**config.mk**
```make
export PLATFORM = sky130hd
export DESIGN_NAME = wb_writeback_unit_flat
export DESIGN_NICKNAME = d
export VERILOG_FILES = /design/src/rtl/wb_writeback_unit_pkg.sv /design/src/rtl/wb_writeback_unit_if.sv /design/src/rtl/wb_writeback_unit_regfile.sv /design/src/rtl/wb_writeback_unit.sv /design/src/flat_wrapper.sv
export SDC_FILE = /design/constraint.sdc
export NUM_CORES = 2
export LEC_CHECK = 0
export ABC_AREA = 0
export ABC_CLOCK_PERIOD_IN_PS = 2800
export CORE_MARGIN = 3
export CORE_UTILIZATION = 50
export CTS_BUF_LIST = sky130_fd_sc_hd__clkbuf_8
export CTS_CLUSTER_DIAMETER = 200
export CTS_CLUSTER_SIZE = 30
export DETAILED_ROUTE_END_ITERATION = 8
export PLACE_DENSITY = 0.66
export RECOVER_POWER = 25
export SYNTH_ARGS = -nofsm -noshare
export SYNTH_HDL_FRONTEND = slang
export SYNTH_SLANG_ARGS = --single-unit
```
**constraint.sdc**
```tcl
create_clock -name clk -period 2.8 [get_ports clk]
set_input_delay 0.56 -clock clk [delete_from_list [all_inputs] [get_ports clk]]
set_output_delay 0.56 -clock clk [all_outputs]
set_load 0.05 [all_outputs]
```
**src/rtl/wb_writeback_unit_pkg.sv**
```systemverilog
// Write-back control field positions, MemtoReg encodings and register-file geometry
// shared by the MEM/WB capture logic and the register file.
package wb_writeback_unit_pkg;

  localparam int REG_ADDR_W   = 5;
  localparam int NUM_REGS     = 1 << REG_ADDR_W;
  localparam int SP_INDEX     = 29;
  localparam int REGWRITE_BIT = 2;
  localparam int MEMTOREG_MSB = 1;
  localparam int MEMTOREG_LSB = 0;

  typedef enum logic [1:0] {
    MTR_ALU = 2'b00,
    MTR_MEM = 2'b01,
    MTR_PC4 = 2'b10,
    MTR_RSV = 2'b11
  } mtr_e;

  typedef struct packed {
    logic reg_write;
    mtr_e mem_to_reg;
  } wb_ctrl_t;

  function automatic wb_ctrl_t unpack_ctrl(input logic [2:0] ctrl);
    wb_ctrl_t c;
    c.reg_write  = ctrl[REGWRITE_BIT];
    c.mem_to_reg = mtr_e'(ctrl[MEMTOREG_MSB:MEMTOREG_LSB]);
    return c;
  endfunction

endpackage

```
**src/rtl/wb_writeback_unit_if.sv**
```systemverilog
// MEM/WB input bundle, decode-stage read ports and committed-write export.
// master = pipeline side driving the stage, slave = write-back unit.
interface wb_writeback_unit_if #(
  parameter int DATA_W = 32
) ();

  logic              enable;
  logic              flush;
  logic [2:0]        wb_ctrl_i;
  logic [DATA_W-1:0] alu_result_i;
  logic [DATA_W-1:0] mem_data_i;
  logic [DATA_W-1:0] pc_plus4_i;
  logic [4:0]        write_reg_i;
  logic [4:0]        rs_addr_i;
  logic [4:0]        rt_addr_i;
  logic [DATA_W-1:0] rs_data_o;
  logic [DATA_W-1:0] rt_data_o;
  logic              wb_reg_write_o;
  logic [4:0]        wb_write_reg_o;
  logic [DATA_W-1:0] wb_data_o;

  modport master (
    output enable, flush, wb_ctrl_i, alu_result_i, mem_data_i, pc_plus4_i,
           write_reg_i, rs_addr_i, rt_addr_i,
    input  rs_data_o, rt_data_o, wb_reg_write_o, wb_write_reg_o, wb_data_o
  );

  modport slave (
    input  enable, flush, wb_ctrl_i, alu_result_i, mem_data_i, pc_plus4_i,
           write_reg_i, rs_addr_i, rt_addr_i,
    output rs_data_o, rt_data_o, wb_reg_write_o, wb_write_reg_o, wb_data_o
  );

endinterface

```
**src/rtl/wb_writeback_unit_regfile.sv**
```systemverilog
// 32-entry GPR file: one write port, two combinational read ports, $0 hardwired to zero.
// Write lands on the rising edge; r29 resets to the stack-pointer seed, all others to 0.
module gp_register_file
  import wb_writeback_unit_pkg::*;
#(
  parameter int                DATA_W   = 32,
  parameter logic [DATA_W-1:0] SP_RESET = 32'h0000_0FFC
) (
  input  logic                  clk,
  input  logic                  reset,
  input  logic                  we,
  input  logic [REG_ADDR_W-1:0] waddr,
  input  logic [DATA_W-1:0]     wdata,
  input  logic [REG_ADDR_W-1:0] raddr_a,
  output logic [DATA_W-1:0]     rdata_a,
  input  logic [REG_ADDR_W-1:0] raddr_b,
  output logic [DATA_W-1:0]     rdata_b
);

  logic [DATA_W-1:0] regs [NUM_REGS];

  always_ff @(posedge clk or negedge reset) begin
    if (!reset) begin
      for (int i = 0; i < NUM_REGS; i++) begin
        regs[i] <= (i == SP_INDEX) ? SP_RESET : '0;
      end
    end else if (we && (waddr != '0)) begin
      regs[waddr] <= wdata;
    end
  end

  assign rdata_a = (raddr_a == '0) ? '0 : regs[raddr_a];
  assign rdata_b = (raddr_b == '0) ? '0 : regs[raddr_b];

endmodule

```
**src/rtl/wb_writeback_unit.sv**
```systemverilog
// MEM/WB pipeline register, write-back data select and GPR commit with write-to-read bypass.
// wb_* valid one edge after capture, array updated the edge after; enable=0 holds, flush inserts a bubble.
module wb_writeback_unit
  import wb_writeback_unit_pkg::*;
#(
  parameter int                DATA_W   = 32,
  parameter logic [DATA_W-1:0] SP_RESET = 32'h0000_0FFC
) (
  input  logic               clk,
  input  logic               reset,
  wb_writeback_unit_if.slave bus
);

  wb_ctrl_t              ctrl_q;
  logic [DATA_W-1:0]     alu_q;
  logic [DATA_W-1:0]     mem_q;
  logic [DATA_W-1:0]     pc4_q;
  logic [REG_ADDR_W-1:0] dest_q;

  logic [DATA_W-1:0]     wb_data;
  logic                  wb_we;
  logic [DATA_W-1:0]     rf_rs;
  logic [DATA_W-1:0]     rf_rt;

  always_ff @(posedge clk or negedge reset) begin
    if (!reset) begin
      ctrl_q <= '0;
      alu_q  <= '0;
      mem_q  <= '0;
      pc4_q  <= '0;
      dest_q <= '0;
    end else if (bus.flush) begin
      ctrl_q <= '0;
      alu_q  <= '0;
      mem_q  <= '0;
      pc4_q  <= '0;
      dest_q <= '0;
    end else if (bus.enable) begin
      ctrl_q <= unpack_ctrl(bus.wb_ctrl_i);
      alu_q  <= bus.alu_result_i;
      mem_q  <= bus.mem_data_i;
      pc4_q  <= bus.pc_plus4_i;
      dest_q <= bus.write_reg_i;
    end
  end

  always_comb begin
    wb_data = '0;
    case (ctrl_q.mem_to_reg)
      MTR_ALU: wb_data = alu_q;
      MTR_MEM: wb_data = mem_q;
      MTR_PC4: wb_data = pc4_q;
      default: wb_data = '0;
    endcase
  end

  // Reserved select and $0 destination both suppress the commit, which also keeps $0 at zero.
  assign wb_we = ctrl_q.reg_write && (ctrl_q.mem_to_reg != MTR_RSV) && (dest_q != '0);

  gp_register_file #(
    .DATA_W   (DATA_W),
    .SP_RESET (SP_RESET)
  ) u_regfile (
    .clk     (clk),
    .reset   (reset),
    .we      (wb_we),
    .waddr   (dest_q),
    .wdata   (wb_data),
    .raddr_a (bus.rs_addr_i),
    .rdata_a (rf_rs),
    .raddr_b (bus.rt_addr_i),
    .rdata_b (rf_rt)
  );

  // wb_we is never set for $0, so the bypass cannot leak a value onto a $0 read.
  assign bus.rs_data_o = (wb_we && (bus.rs_addr_i == dest_q)) ? wb_data : rf_rs;
  assign bus.rt_data_o = (wb_we && (bus.rt_addr_i == dest_q)) ? wb_data : rf_rt;

  assign bus.wb_reg_write_o = wb_we;
  assign bus.wb_write_reg_o = dest_q;
  assign bus.wb_data_o      = wb_data;

endmodule

```
**src/flat_wrapper.sv**
```systemverilog
// flat-port wrapper written by rule: the top's interface ports become plain ports
module wb_writeback_unit_flat import wb_writeback_unit_pkg::*;
#(
  parameter int                DATA_W   = 32,
  parameter logic [DATA_W-1:0] SP_RESET = 32'h0000_0FFC
)
  (clk, reset, bus_enable, bus_flush, bus_wb_ctrl_i, bus_alu_result_i, bus_mem_data_i, bus_pc_plus4_i, bus_write_reg_i, bus_rs_addr_i, bus_rt_addr_i, bus_rs_data_o, bus_rt_data_o, bus_wb_reg_write_o, bus_wb_write_reg_o, bus_wb_data_o);
  wb_writeback_unit_if #(.DATA_W(DATA_W)) bus_i ();
  input  logic clk;
  input  logic reset;
  input wire logic [$bits(bus_i.enable)-1:0] bus_enable;
  input wire logic [$bits(bus_i.flush)-1:0] bus_flush;
  input wire logic [$bits(bus_i.wb_ctrl_i)-1:0] bus_wb_ctrl_i;
  input wire logic [$bits(bus_i.alu_result_i)-1:0] bus_alu_result_i;
  input wire logic [$bits(bus_i.mem_data_i)-1:0] bus_mem_data_i;
  input wire logic [$bits(bus_i.pc_plus4_i)-1:0] bus_pc_plus4_i;
  input wire logic [$bits(bus_i.write_reg_i)-1:0] bus_write_reg_i;
  input wire logic [$bits(bus_i.rs_addr_i)-1:0] bus_rs_addr_i;
  input wire logic [$bits(bus_i.rt_addr_i)-1:0] bus_rt_addr_i;
  output wire logic [$bits(bus_i.rs_data_o)-1:0] bus_rs_data_o;
  output wire logic [$bits(bus_i.rt_data_o)-1:0] bus_rt_data_o;
  output wire logic [$bits(bus_i.wb_reg_write_o)-1:0] bus_wb_reg_write_o;
  output wire logic [$bits(bus_i.wb_write_reg_o)-1:0] bus_wb_write_reg_o;
  output wire logic [$bits(bus_i.wb_data_o)-1:0] bus_wb_data_o;
  assign bus_i.enable = bus_enable;
  assign bus_i.flush = bus_flush;
  assign bus_i.wb_ctrl_i = bus_wb_ctrl_i;
  assign bus_i.alu_result_i = bus_alu_result_i;
  assign bus_i.mem_data_i = bus_mem_data_i;
  assign bus_i.pc_plus4_i = bus_pc_plus4_i;
  assign bus_i.write_reg_i = bus_write_reg_i;
  assign bus_i.rs_addr_i = bus_rs_addr_i;
  assign bus_i.rt_addr_i = bus_rt_addr_i;
  assign bus_rs_data_o = bus_i.rs_data_o;
  assign bus_rt_data_o = bus_i.rt_data_o;
  assign bus_wb_reg_write_o = bus_i.wb_reg_write_o;
  assign bus_wb_write_reg_o = bus_i.wb_write_reg_o;
  assign bus_wb_data_o = bus_i.wb_data_o;
  wb_writeback_unit #(.DATA_W(DATA_W), .SP_RESET(SP_RESET)) u_core (.clk(clk), .reset(reset), .bus(bus_i));
endmodule
```
# Yosys cells after proc, flatten, opt, wreduce, memory -nomap -nowiden
# Cells that the tools add are included.
# word_totals
out_inout_bits	102
input_bits	118
elab_cells	85
ff_bits	1128
# classes
bitwise_logic	3
eq_ne	5
reduce_logical	11
n_mux	24
n_lt_le_gt_ge	4
# op_table
cell	count
bitwise mux 1024 bit	1
2-to-1 mux 32 bit	15
binary-select mux 32 bit (select 5 bit)	2
demux 32 bit (select 5 bit)	1
case mux 32 bit (3 select lines)	1
greater-or-equal comparator 6 bit, second input constant	3
NOT 5 -> 6 bit	3
equality test 5 bit	2
zero test 5 bit	2
2-to-1 mux 5 bit	2
logical AND 1 bit	6
< comparator 6 x 1 -> 1 bit, second input constant	1
2-to-1 mux 3 bit	2
nonzero test 5 bit	1
equality test 2 x 1 -> 1 bit, second input constant	1
equality test 2 bit, second input constant	1
zero test 2 bit	1
inequality test 2 bit, second input constant	1
nonzero test 2 bit	1

# Logic depth before layout (Yosys ltp)
# depth
depth_word	6
mapped_depth	9
depth_no_buf	5

# Hierarchy
# From an unflattened synthesis, not the netlist that was laid out.
# hier_totals
hier_cells	4155
hier_area_um2	60446.7
# modules_own_cells
mod	cells_each	area_each_um2	instances	seq_area_each_um2
gp_register_file	3623	54468.5	1	25637.1
wb_writeback_unit	532	5978.2	1	2602.5

# Least setup slack after synthesis
# No wires, ideal clock.
# synth_path
path_kind	flip-flop to output port
startpoint	reg u_core.dest_q[0] (netlist: u_core.bus.wb_write_reg_o[0])
endpoint	out bus_rs_data_o[11]
slack_ns	-1.077
required_time_ns	2.240
n_path_buf	2
stages_incl_launch_ff	7
arrival_ns	3.317
cell_sequence	dfrtp_1 > buf_2 > inv_1 > a31oi_2 > nand3_1 > clkbuf_1 > o21ai_0
# synth_between
elab_chain_cells	4
word_cells_on_any_way	5
classes_between	1 x eq/ne; 1 x mux; 3 x reduce/logical
# synth_rtl
element	line	text
start, declared	wb_writeback_unit.sv:18	logic [REG_ADDR_W-1:0] dest_q;
start signal, assigned	wb_writeback_unit.sv:43	dest_q <= bus.write_reg_i;
nonzero test 5 bit	wb_writeback_unit.sv:58	assign wb_we = ctrl_q.reg_write && (ctrl_q.mem_to_reg != MTR_RSV) && (dest_q != '0);
logical AND 1 bit	wb_writeback_unit.sv:58	
net bus_wb_reg_write_o	flat_wrapper.sv:22	output wire logic [$bits(bus_i.wb_reg_write_o)-1:0] bus_wb_reg_write_o;
logical AND 1 bit	wb_writeback_unit.sv:76	assign bus.rs_data_o = (wb_we && (bus.rs_addr_i == dest_q)) ? wb_data : rf_rs;
2-to-1 mux 32 bit	wb_writeback_unit.sv:76	
end, declared	flat_wrapper.sv:20	output wire logic [$bits(bus_i.rs_data_o)-1:0] bus_rs_data_o;
# The timed path passes the listed nets, and every way through them passes these cells.

# Worst setup path in the final report
# layout_path
startpoint	reg u_core.dest_q[4] (netlist: u_core.bus.wb_write_reg_o[4])
endpoint	out bus_rt_data_o[20]
# layout_between
elab_chain_cells	4
word_cells_on_any_way	5
classes_between	1 x eq/ne; 1 x mux; 3 x reduce/logical
# layout_rtl
element	line	text
nonzero test 5 bit	wb_writeback_unit.sv:58	
logical AND 1 bit	wb_writeback_unit.sv:58	
logical AND 1 bit (*)	wb_writeback_unit.sv:77	assign bus.rt_data_o = (wb_we && (bus.rt_addr_i == dest_q)) ? wb_data : rf_rt;
2-to-1 mux 32 bit (*)	wb_writeback_unit.sv:77	
end, declared	flat_wrapper.sv:21	output wire logic [$bits(bus_i.rt_data_o)-1:0] bus_rt_data_o;
# Mark *: on every way between the ends. The rest lies on a longest branch, timed or not.

==> flow_metrics.py <==
metrics = {
    "outcome": {
        "status": "finished with violations",
        "violations": "max-capacitance violations, max-slew violations, negative setup slack",
    },
    "yosys": {
        "synth.top_cell.area_share": 0.479,
        "synthCells": 5467,
        "synth_ff_type": "dfrtp_1",
        "ys_seq_area_frac": 0.483,
        "ys_seq_elements": 1128,
        "syn-num-nets": 5585,
        "synth_area_leaders": "dfrtp_1 (48%), mux4_2 (12%), mux2i_1 (8.9%)",
        "synth_area_um2": 58400,
        "synth_edf_count": 0,
        "synth_top_area_cell": "dfrtp_1",
        "synthArstFlopShare": 1.00,
        "avgSynthCellArea_um2": 10.7,
        "synth-warning-count": 0,
        "yosysUniqueCellTypes": 45,
    },
    "clock_network": {
        "cts_tree": "built",
        "cts-root-buf": "clkbuf_8",
        "cts.sinks": 1128,
        "clk_pin_slew_ns": 0.20,
        "clockBufferDepth": 3,
        "cts_buffers": 43,
        "h-tree-depth": 2,
        "clk_latency_ns": 0.82,
    },
    "sta": {
        "finalHoldViolations": 0,
        "fmax_mhz": 275,
        "setup_tns_ns": -55.80,
        "finalCritPeriodShare": 1.30,
        "min_period_ns": 3.64,
        "relSlewSlack": -0.252,
        "rsz0062_at_grt": "yes",
        "slew_viol_final": 59,
        "finalSetupViolations": 97,
        "skew_ns": 0.0312,
        "worstMarginPinSlew_ns": 1.88,
        "timing.final.ws_setup_ns": -0.841,
    },
    "global_route": {
        "grt.met3_usage": 0.103,
        "grt_pass1_vias": 46900,
        "grt_max_degree": 89,
        "antenna_found_initial": 4,
        "globalRouteMet1Util": 0.504,
        "grt_overflow": 0,
        "grt_pass1_wl_mm": 316,
        "use_met2": 0.508,
        "grt_usage": 0.352,
        "top_usage_layer": "met2",
    },
    "power": {
        "seq_power_share": 0.560,
        "power.switching_mw": 9.50,
        "p_per_area_nw_per_um2": 432,
        "p_sw_frac": 0.307,
        "ir_drop_mv": 0.319,
        "p_int_mw": 21.4,
        "p_total_mw": 30.9,
        "leakagePower_nw": 31.4,
        "clkPwrFrac": 0.214,
        "power_frac_comb": 0.227,
    },
    "worst_setup_path": {
        "rr_worst_depth": 7,
        "end_kind": "output port",
        "rrSetupSlack_ns": 0.20,
        "crit_path_max_fanout": 5,
        "crit_required_ns": 2.24,
        "start_kind": "flop",
        "critical_path_class": "flop to output port",
        "crit_arrival_ns": 3.08,
    },
    "finish": {
        "multiInputGateArea_um2": 29800,
        "regArea_um2": 28200,
        "areaGrowthSynthToFinish_pct": 22.6,
        "final_area_um2": 71600,
        "fin_nets": 5931,
        "drive_gt1_frac": 0.269,
        "final_common_cell": "dfrtp_1",
        "nFillCells": 9154,
        "layout_common_cells": "dfrtp_1 (1112), nand2_1 (1021), o21ai_1 (733), mux2i_1 (510), buf_4 (416)",
    },
    "placement": {
        "gp_congestion": 0.909,
        "hpwl_mm": 133,
        "post_dp_cell_area_um2": 68400,
        "portBuffers": 219,
    },
    "hold_path": {
        "hp-class": "input pin to flop",
        "hold_depth": 2,
    },
    "die": {
        "die_area_um2": 121000,
        "initial_core_util": 0.508,
        "core_um2": 115000,
        "fp.dieW_um": 348,
        "pin_count": 220,
        "die_height_um": 348,
        "fp-row-count": 124,
    },
    "route": {
        "vias_per_cell": 6.50,
        "totalWireLength_mm": 213,
        "drtIter0Drc": 5558,
        "detailedRoute.firstPassIterationCount": 6,
        "drc": 0,
        "vias": 47800,
        "avgRoutedWirePerCell_um": 29.0,
        "drtAntennaViolNets": 0,
    },
    "flow_run": {
        "max_cap_violations": 2,
    },
}
critical path, cell delays in order, from the launching register on:
cell       delay (ns)
dfrtp_2          0.52
nor3_4           0.24
a31oi_4          0.19
a31oi_4          0.19
buf_4            0.18
bufbuf_16        0.30
o221ai_1         0.11
buf_4            0.17
o22ai_4          0.16
buf_12           0.17
area by class of cell:
class,instances,share of cell area
Multi-Input combinational cell,3722,0.416
Clock buffer,45,0.00865
Inverter,38,0.00395
Clock inverter,15,0.000961
Timing Repair Buffer,880,0.149
Sequential cell,1128,0.394
Antenna cell,7,0.000245
Tap cell,1512,0.0264
kinds of logic (layout without fill, tap and decap cells):
kind of cell | Yosys count | in the layout | synth area share
multiplexers | 967 | 967 | 0.238
AO/OA/AOI/OAI | 1472 | 1472 | 0.144
other | 0 | 7 | 0
buffers and inverters | 617 | 978 | 0.0460
flip-flops | 1128 | 1128 | 0.483
XOR/XNOR | 10 | 10 | 0.00150
AND/OR/NAND/NOR | 1273 | 1273 | 0.0877
state kept, by name, summed over array words and instances (netlist names):
name and count:
u_core.bus.wb_write_reg_o 5, u_core.ctrl_q 3, u_core.mem_q 32, u_core.alu_q 32, u_core.u_regfile.regs 1024, u_core.pc4_q 32
repair_timing:
action,4_1_cts,5_1_grt
gates cloned,16,2
setup buffers,102,28
resized for setup,214,74
pin swaps,54,18
hold endpoints to repair,8,0
setup endpoints to repair,102,97
hold buffers,1,0
power groups by stage:
stage	Sequential, mW	Combinational (mW)	Clock [mW]
after global routing	17.4	7.37	7.19
after floorplan	17.4	3.36	0
final	17.3	7.01	6.61
after CTS	17.3	6.86	6.68
after global placement	17.6	6.28	0
after detailed placement	17.6	6.36	0
routing by layer:
metal / up-vias / part of all wire
li1: 20500 / -
met4: 4 / 0.046
met1: 23900 / 0.40
met2: 2840 / 0.43
met5: - / 0.00042
met3: 518 / 0.13
cells in the mapped netlist (all sizes together) (3+ instances only):
cell type  number
o22ai          63
nor3            7
dfrtp        1118
o221ai         57
mux4          324
xor2           10
mux2i         522
clkbuf        279
and3b           3
nor3b           3
inv            36
a221oi        107
a22o           62
o211ai          7
a31oi           3
a21oi         125
mux2          121
nor2          188
nand2        1052
nor2b           7
nand3           4
dfstp          10
o21ai        1025
o2111ai        17
buf           300
through the flow:
| step | util | worst slack [ns] | instances | hold slack, ns |
|---|---|---|---|---|
| after CTS | 0.619 | -0.830 | 7319 | 0.0942 |
| after global placement | 0.594 | -0.628 | 7152 | 0.377 |
| final | 0.622 | -0.841 | 7347 | 0.140 |
| after global routing | 0.622 | -0.899 | 7342 | 0.126 |
| after floorplan | - | -0.0438 | 5467 | 0.264 |
| after detailed placement | 0.594 | -0.654 | 7152 | 0.382 |
worst paths after layout:
check / start / endpoint
worst max-delay path: u_core.bus.wb_write_reg_o[4] / bus_rt_data_o[20]
min in group asynchronous: reset / u_core.u_regfile.regs[801]
worst max register to register: u_core.bus.wb_write_reg_o[2] / u_core.u_regfile.regs[591]
worst min register to register: u_core.u_regfile.regs[993] / u_core.u_regfile.regs[993]
worst min-delay path: bus_flush / u_core.alu_q[12]
max in group asynchronous: reset / u_core.u_regfile.regs[791]
No activity file was read; power rests on OpenSTA's default activity.
